## src/rtl/image_rom_arbiter_if.sv

```systemverilog
// image_rom_arbiter_if
//   Requester-side bundle of the image ROM arbiter. The drawing stages sit
//   on the master side; the arbiter is the slave.
//
//   req       : per-requester read request, level (N bits)
//   addr      : packed per-requester ROM addresses, slice i = addr[i*AW +: AW]
//   gnt       : one-hot grant, combinational in the request cycle
//   rsp_valid : one-hot response strobe, registered
//   rsp_data  : shared read data, qualified by rsp_valid
interface image_rom_arbiter_if #(
  parameter int N  = 2,
  parameter int AW = 12,
  parameter int DW = 12
);
  logic [N-1:0]    req;
  logic [N*AW-1:0] addr;
  logic [N-1:0]    gnt;
  logic [N-1:0]    rsp_valid;
  logic [DW-1:0]   rsp_data;

  modport master (
    output req,
    output addr,
    input  gnt,
    input  rsp_valid,
    input  rsp_data
  );

  modport slave (
    input  req,
    input  addr,
    output gnt,
    output rsp_valid,
    output rsp_data
  );
endinterface

```

## src/rtl/image_rom_arbiter.sv

```systemverilog
// image_rom_arbiter
//   Shares the single-port, registered-output image ROM between N pixel
//   drawing requesters. At most one request is granted per cycle
//   (round-robin or fixed priority), the granted address is registered onto
//   the ROM, and the returned RGB word is steered back to the granted
//   requester ROM_LAT+1 cycles after the grant.
//
//   clk         : system clock
//   rst         : synchronous, active-low reset
//   bus         : requester bundle (req/addr in, gnt/rsp_valid/rsp_data out)
//   rom_address : registered address to image_rom.address
//   rom_rgb     : data from image_rom.rgb, passed straight to bus.rsp_data
module image_rom_arbiter #(
  parameter int N       = 2,
  parameter int AW      = 12,
  parameter int DW      = 12,
  parameter int ROM_LAT = 1,
  parameter int RR      = 1
) (
  input  logic                clk,
  input  logic                rst,
  image_rom_arbiter_if.slave  bus,
  output logic [AW-1:0]       rom_address,
  input  logic [DW-1:0]       rom_rgb
);

  // Index width for requester numbers; CW has one spare bit so the
  // pointer-plus-offset sum can exceed N before it is wrapped.
  localparam int IW = (N > 1) ? $clog2(N) : 1;
  localparam int CW = IW + 1;
  localparam int PW = 1 << IW;

  logic [IW-1:0] ptr;
  logic [IW-1:0] next_ptr;
  logic [PW-1:0] req_pad;
  logic [CW-1:0] cand;
  logic          found;
  logic          grant_any;
  logic [IW-1:0] grant_idx;
  logic [AW-1:0] grant_addr;

  logic [ROM_LAT-1:0] tag_valid;
  logic [IW-1:0]      tag_idx [ROM_LAT];
  logic [N-1:0]       rsp_valid_q;

  function automatic logic [N-1:0] to_onehot(input logic [IW-1:0] idx);
    logic [N-1:0] v;
    for (int i = 0; i < N; i++) begin
      v[i] = (idx == IW'(i));
    end
    return v;
  endfunction

  // Grant search. In round-robin mode the candidates are visited starting at
  // the priority pointer and wrapping at N; in fixed mode the pointer is
  // ignored and index 0 is tried first. The request vector is zero-padded
  // to a power of two so a wrapped candidate can always index it.
  always_comb begin
    req_pad          = '0;
    req_pad[N-1:0]   = bus.req;
    found            = 1'b0;
    grant_idx        = '0;
    cand             = '0;
    for (int k = 0; k < N; k++) begin
      if (RR != 0) begin
        cand = CW'(ptr) + CW'(k);
        if (cand >= CW'(N)) begin
          cand = cand - CW'(N);
        end
      end else begin
        cand = CW'(k);
      end
      if (!found && req_pad[cand[IW-1:0]]) begin
        found     = 1'b1;
        grant_idx = cand[IW-1:0];
      end
    end
  end

  // Grants are suppressed while reset is held so nothing is launched into a
  // pipeline that is being cleared.
  assign grant_any = found & rst;
  assign bus.gnt   = grant_any ? to_onehot(grant_idx) : '0;

  // Address mux for the winner, written with constant slices only.
  always_comb begin
    grant_addr = '0;
    for (int i = 0; i < N; i++) begin
      if (grant_idx == IW'(i)) begin
        grant_addr = bus.addr[i*AW +: AW];
      end
    end
  end

  assign next_ptr = (grant_idx == IW'(N - 1)) ? '0 : grant_idx + IW'(1);

  // ROM address register, priority pointer and the tag pipeline that
  // remembers who owns each in-flight read. The last tag stage is decoded
  // into the registered one-hot rsp_valid, lining it up with the cycle in
  // which the ROM presents the data for that read.
  always_ff @(posedge clk) begin
    if (!rst) begin
      rom_address <= '0;
      ptr         <= '0;
      tag_valid   <= '0;
      rsp_valid_q <= '0;
      for (int s = 0; s < ROM_LAT; s++) begin
        tag_idx[s] <= '0;
      end
    end else begin
      if (grant_any) begin
        rom_address <= grant_addr;
        ptr         <= next_ptr;
      end
      tag_valid[0] <= grant_any;
      tag_idx[0]   <= grant_idx;
      for (int s = 1; s < ROM_LAT; s++) begin
        tag_valid[s] <= tag_valid[s-1];
        tag_idx[s]   <= tag_idx[s-1];
      end
      rsp_valid_q <= tag_valid[ROM_LAT-1] ? to_onehot(tag_idx[ROM_LAT-1]) : '0;
    end
  end

  assign bus.rsp_valid = rsp_valid_q;
  assign bus.rsp_data  = rom_rgb;

endmodule
```

## src/flat_wrapper.sv

```systemverilog
// flat-port wrapper written by rule: the top's interface ports become plain ports
module image_rom_arbiter_flat 
#(
  parameter int N       = 2,
  parameter int AW      = 12,
  parameter int DW      = 12,
  parameter int ROM_LAT = 1,
  parameter int RR      = 1
)
  (clk, rst, rom_address, rom_rgb, bus_req, bus_addr, bus_gnt, bus_rsp_valid, bus_rsp_data);
  image_rom_arbiter_if #(.N(N), .AW(AW), .DW(DW)) bus_i ();
  input  logic clk;
  input  logic rst;
  output logic [AW-1:0] rom_address;
  input  logic [DW-1:0] rom_rgb;
  input wire logic [$bits(bus_i.req)-1:0] bus_req;
  input wire logic [$bits(bus_i.addr)-1:0] bus_addr;
  output wire logic [$bits(bus_i.gnt)-1:0] bus_gnt;
  output wire logic [$bits(bus_i.rsp_valid)-1:0] bus_rsp_valid;
  output wire logic [$bits(bus_i.rsp_data)-1:0] bus_rsp_data;
  assign bus_i.req = bus_req;
  assign bus_i.addr = bus_addr;
  assign bus_gnt = bus_i.gnt;
  assign bus_rsp_valid = bus_i.rsp_valid;
  assign bus_rsp_data = bus_i.rsp_data;
  image_rom_arbiter #(.N(N), .AW(AW), .DW(DW), .ROM_LAT(ROM_LAT), .RR(RR)) u_core (.clk(clk), .rst(rst), .bus(bus_i), .rom_address(rom_address), .rom_rgb(rom_rgb));
endmodule
```

## config.mk

```make
export PLATFORM = sky130hd
export DESIGN_NAME = image_rom_arbiter_flat
export DESIGN_NICKNAME = d
export VERILOG_FILES = /design/src/rtl/image_rom_arbiter_if.sv /design/src/rtl/image_rom_arbiter.sv /design/src/flat_wrapper.sv
export SDC_FILE = /design/constraint.sdc
export NUM_CORES = 1
export LEC_CHECK = 0
export CAP_MARGIN = 20
export CORE_MARGIN = 2
export CORE_UTILIZATION = 34
export DETAILED_ROUTE_END_ITERATION = 16
export GPL_TIMING_DRIVEN = 0
export PLACE_DENSITY = 0.84
export SYNTH_ARGS = -nofsm -noshare
export SYNTH_HDL_FRONTEND = slang
export SYNTH_SLANG_ARGS = --single-unit
```

## constraint.sdc

```tcl
create_clock -name clk -period 2 [get_ports clk]
set_input_delay 0.4 -clock clk [delete_from_list [all_inputs] [get_ports clk]]
set_output_delay 0.4 -clock clk [all_outputs]
set_load 0.02 [all_outputs]
```

; ---- Word level (Yosys, flattened, before mapping)
; Memory sizes are Yosys's and may differ from the RTL's.
; Cells that the tools add are included.
[word_totals]
ff_bits = 16
ram_bits = 1
wordCells = 37
mem_count = 1
[op_classes]
add_sub_neg = 4
magnitude_cmp = 4
n_mux = 17
n_bitwise = 3
n_reduce_logical = 4
[memory_table]
columns = name, depth, word_bits, read_ports, rd_ports_with_merged_regs, wr, line_no
row1 = u_core.tag_idx, 1, 1, 1, 0, 1, image_rom_arbiter.sv:43  ; logic [IW-1:0] tag_idx [ROM_LAT];
[ops]
columns = cell, n
row1 = 1-bit 2-to-1 mux, 15
row2 = 12-bit 2-to-1 mux, 1
row3 = "1-bit by 2-bit less-than comparator with 1-bit output, second input constant", 2
row4 = "1-bit by 1-bit adder with 2-bit output, second input constant", 1
row5 = "1-bit by 2-bit greater-or-equal comparator with 1-bit output, second input constant", 1
row6 = "2-bit greater-or-equal comparator, second input constant", 1
row7 = 2-bit 2-to-1 mux, 1
row8 = 1-bit NOT, 2
row9 = 2-bit AND reduction, 1
row10 = "1-bit subtractor, second input constant", 2
row11 = "1-bit adder, second input constant", 1
row12 = 1-bit AND, 1
row13 = 1-bit logical AND, 1
row14 = 1-bit zero test, 1
row15 = 1-bit OR reduction, 1

; ---- Longest topological paths before layout
[depth]
ltp_word = 10
mapped_depth = 5

; ---- Worst setup path before layout
; OpenSTA, ideal clock, no wires.
[synth_path]
path_type = input to output
startpoint = input port bus_req[1]
endpoint = output port bus_gnt[0]
arrival_ns = 1.123
t_required_ns = 1.600
slack_ns = 0.477
path_stages = 4
path_cell_list = buf_6 or2_4 and2_4 a21boi_1
[synth_via]
elab_chain_len = 8
elab_cells_between_ends = 13
[synth_rtl]
columns = element, line_no
row1 = start: declaration, flat_wrapper.sv:16  ; input wire logic [$bits(bus_i.req)-1:0] bus_req;
row2 = 1-bit 2-to-1 mux (not written as such) (2 in a row), image_rom_arbiter.sv:73  ; if (!found && req_pad[cand[IW-1:0]]) begin
row3 = 1-bit 2-to-1 mux, image_rom_arbiter.sv:73
row4 = 1-bit zero test, image_rom_arbiter.sv:73
row5 = 1-bit logical AND, image_rom_arbiter.sv:73
row6 = 1-bit 2-to-1 mux, image_rom_arbiter.sv:73
row7 = 1-bit AND / 1-bit NOT (equally long branches), "image_rom_arbiter.sv:82, image_rom_arbiter.sv:49"
row8 = 2-bit 2-to-1 mux *, image_rom_arbiter.sv:83  ; assign bus.gnt = grant_any ? to_onehot(grant_idx) : '0;
row9 = end: declaration, flat_wrapper.sv:18  ; output wire logic [$bits(bus_i.gnt)-1:0] bus_gnt;
; Every way passes the cells marked *; elsewhere a longest branch is shown, timed or not. The select of a mux whose other input is x is not followed.

; ---- Final worst setup path
[layout_path]
startpoint = input port bus_req[0]
endpoint = output port bus_gnt[1]
[layout_via]
elab_chain_len = 8
elab_cells_between_ends = 12
[layout_rtl]
columns = element, line_no
row1 = 1-bit 2-to-1 mux (not written as such) (2 in a row), image_rom_arbiter.sv:73
row2 = 1-bit 2-to-1 mux, image_rom_arbiter.sv:73
row3 = 1-bit zero test, image_rom_arbiter.sv:73
row4 = 1-bit logical AND, image_rom_arbiter.sv:73
row5 = 1-bit 2-to-1 mux, image_rom_arbiter.sv:73
row6 = 1-bit AND, image_rom_arbiter.sv:82  ; assign grant_any = found & rst;
row7 = 2-bit 2-to-1 mux *, image_rom_arbiter.sv:83
; Marked as above.

==> reports/metrics.csv <==
stage,metric,value,unit
routing,routed len/inst,13.37,um
timing,fin. max-slew vios,0,
clock_network,Root Buffer,clkbuf_4,
synth,synth top area cells,"dfxtp_1 41%, buf_4 12%, a31oi_1 9.0%",
setup_path,crit-path most repeated cell,dlygate4sd2_1,
clock_network,H-tree Lvls,1,
routing,Detail Route Antenna Nets,0,
timing,period utilization,95.33,%
timing,Setup TNS,0,ns
setup_path,R2R cell count,4,
floorplan,Die Span Y,53.40,um
synth,Synth Net Count,139,
clock_network,clock insertion delay at the later pin of the skew report,0.29,ns
status,status,"complete, no violations",
setup_path,Crit Path Category,input pin to output port,
synth,post-synthesis sequential area ratio,41.03,%
place,Place WS,-0.4803,ns
floorplan,die area,2851,um^2
clock_network,"Reg clk slew, reported paths",0.09,ns
setup_path,reg-to-reg startpoint,u_core.ptr$_SDFFE_PN0P_,
setup_path,"Slowest-stage cell, CP",dlygate4sd2_1,
synth,synth unique cells,22,
synth,Mapped Area,829.5,um^2
clock_network,clk buf depth,2,
floorplan,num ports,68,
min_path,Hold Path Sink,u_core.bus.rsp_valid[0]$_SDFF_PN0_,
timing,final setup violation count,0,
routing,Vias/cell,5.119,
global_routing,remaining global-route overflow,0,
floorplan,Starting Density,36.79,%
setup_path,Buf/Inv on CP,3,
timing,Rel. slew slack,70.99,%
cells_and_area,"most common cell after layout, fill and taps aside",clkdlybuf4s50_1,
timing,PnR worst setup slack,0.09344,ns
clock_network,Setup Buffers After CTS,0,
floorplan,core area,2255,um^2
cells_and_area,"commonest non-fill, non-tap cells in the layout","50 x clkdlybuf4s50_1, 17 x dfxtp_1, 13 x buf_4, 13 x a21oi_1",
floorplan,# rows,17,
setup_path,CP max FO,10,
pwr,Max VDD drop,0.3505,mV
setup_path,startpoint types,input pin,
setup_path,Worst R2R End,u_core.rom_address[4]$_SDFFE_PN0P_,
run,Max-Cap Viols,0,
place,IO buf count,54,
routing,Iter 0 DRT Violations,14,
timing,RSZ-0062 raised after global routing,false,
setup_path,CP Data Arrival Time,1.51,ns
synth,Synth warnings,0,
routing,1st-pass router iterations,4,
synth,top-area cell type share of the netlist area,41.03,%
global_routing,first-pass GRT wire length,3767,um
global_routing,GRT Total Usage,18.32,%
synth,Synth area leader,dfxtp_1,
global_routing,initial antenna violation count,0,
cells_and_area,FF+latch area,340.3,um^2
min_path,HP Class,flip-flop to flip-flop,
cells_and_area,Filler Cell Count,212,
place,detailed placer's ending HPWL,1883,um
routing,Post-route DRC,0,
floorplan,Die W,53.40,um
setup_path,"Cell Chain, Critical Path",dlygate4sd2_1 > nand2b_4 > buf_4 > and3_1 > dlygate4sd2_1,
cells_and_area,layout cells sized above 1,17.83,%
global_routing,vias in the first global route,882,
timing,clk_skew,0.01126,ns
setup_path,required time of the critical path,1.60,ns
pwr,P_leak,0.5779,nW
global_routing,largest net degree at the start of global routing,11,
setup_path,Slowest Stage Delay on Critical Path,0.32,ns
clock_network,CTS tree,built,
routing,via count,947,
synth,synthesized area per cell,8.379,um^2
cells_and_area,Synth-to-Final Area Change,73.15,%
clock_network,Sink Count,17,
cells_and_area,Multi-input gate area,349.1,um^2
pwr,PwrDens,588.8,nW/um^2
timing,Fmax,524.5,MHz
setup_path,worst setup path start,bus_req[0],
synth,Synth Register Bits,17,
setup_path,Crit path max-delay family,buffers and inverters,
setup_path,endpoint class of the critical path,output port,
synth,Cells after Synth,99,
setup_path,R2R setup slack,0.88,ns
cells_and_area,NumNets Final,198,
timing,Final Hold Vio Count,0,
pwr,Tot Pwr,845.8,uW
place,final RePlAce weighted congestion,0.7487,
clock_network,TritonCTS Buffers,3,
timing,Least-Margin Pin Slew,0.4352,ns
cells_and_area,"Core Util, Final",63.71,%
min_path,hold_sp,u_core.tag_idx[0]$_DFF_P_,
min_path,hold depth,1,
timing,post-layout min period,1.907,ns
cells_and_area,antenna cells,0,
routing,final wirelength,2473,um
[layer usage]
layer | GRT usage [%] | wire length, um | vias to the layer above
met3 | 3.107 | 217 | 4
met5 | 0 | 0 | -
li1 | - | - | 460
met4 | 8.974 | 26 | 0
met2 | 30.86 | 1185 | 55
met1 | 22.15 | 1044 | 428
[power breakdown]
| group | switching [mW] | leakage [nW] | internal [mW] |
|---|---|---|---|
| Combinational | 0.127 | 0.422 | 0.156 |
| Clock | 0.108 | 0.0150 | 0.0776 |
| Sequential | 0.0136 | 0.141 | 0.364 |
[per-stage QoR]
step                      instances  hold slack, ns  cell area [um^2]
final                           185          0.4098              1436
after global routing            185          0.4387              1436
after CTS                       185          0.4103              1436
after detailed placement        181          0.3974              1405
after global placement          181          0.3973              1405
after floorplan                  99          0.3833             829.5
[sequential cells by signal (all words and copies together) (netlist names)]
register              count
u_core.rom_address       12
u_core.tag_idx            1
u_core.bus.rsp_valid      2
u_core.tag_valid          1
u_core.ptr                1
[worst register-to-register path, cell delays in order, from the launching register on]
cell and delay, ns:
dfxtp_1 0.36, and2b_1 0.23, buf_2 0.19, o21ai_0 0.18, a21oi_1 0.08
[cells in the mapped netlist, drive strengths merged]
library cell,n
o21ai,24
nor2b,1
buf,19
a21boi,1
a21oi,13
and2,1
dfxtp,17
nand2b,1
a31oi,12
inv,1
nand2,1
and3,3
and2b,1
nor2,2
clkbuf,1
or2,1
[worst max-delay path by stage]
stage | cells past startpoint | slack [ns] | endpoint
after floorplan | 4 | 0.48 | bus_gnt[0]
after global placement | 5 | -0.46 | bus_gnt[0]
after detailed placement | 5 | -0.48 | bus_gnt[0]
after CTS | 5 | 0.11 | bus_gnt[0]
after global routing | 4 | 0.04 | bus_gnt[1]
final | 5 | 0.09 | bus_gnt[1]
[kinds of logic after synthesis]
| kind of cell | after synthesis | share of synthesized area [%] |
|---|---|---|
| buffers and inverters | 21 | 17.80 |
| flip-flops | 17 | 41.03 |
| AND/OR/NAND/NOR | 11 | 8.448 |
| AO/OA/AOI/OAI | 50 | 32.73 |
[area by class of cell]
cell class,count,area share [%]
Multi-Input combinational cell,61,24.30
Tap cell,28,2.439
Sequential cell,17,23.69
Buffer,20,10.02
Inverter,1,0.2613
Clock buffer,4,1.829
Timing Repair Buffer,54,37.46
[repair_timing]
action / CTS / global route
hold buffers: 0 / 0
resized for setup: 7 / 0
setup endpoints to repair: 2 / 0
Power figures use the tool's default switching activity.
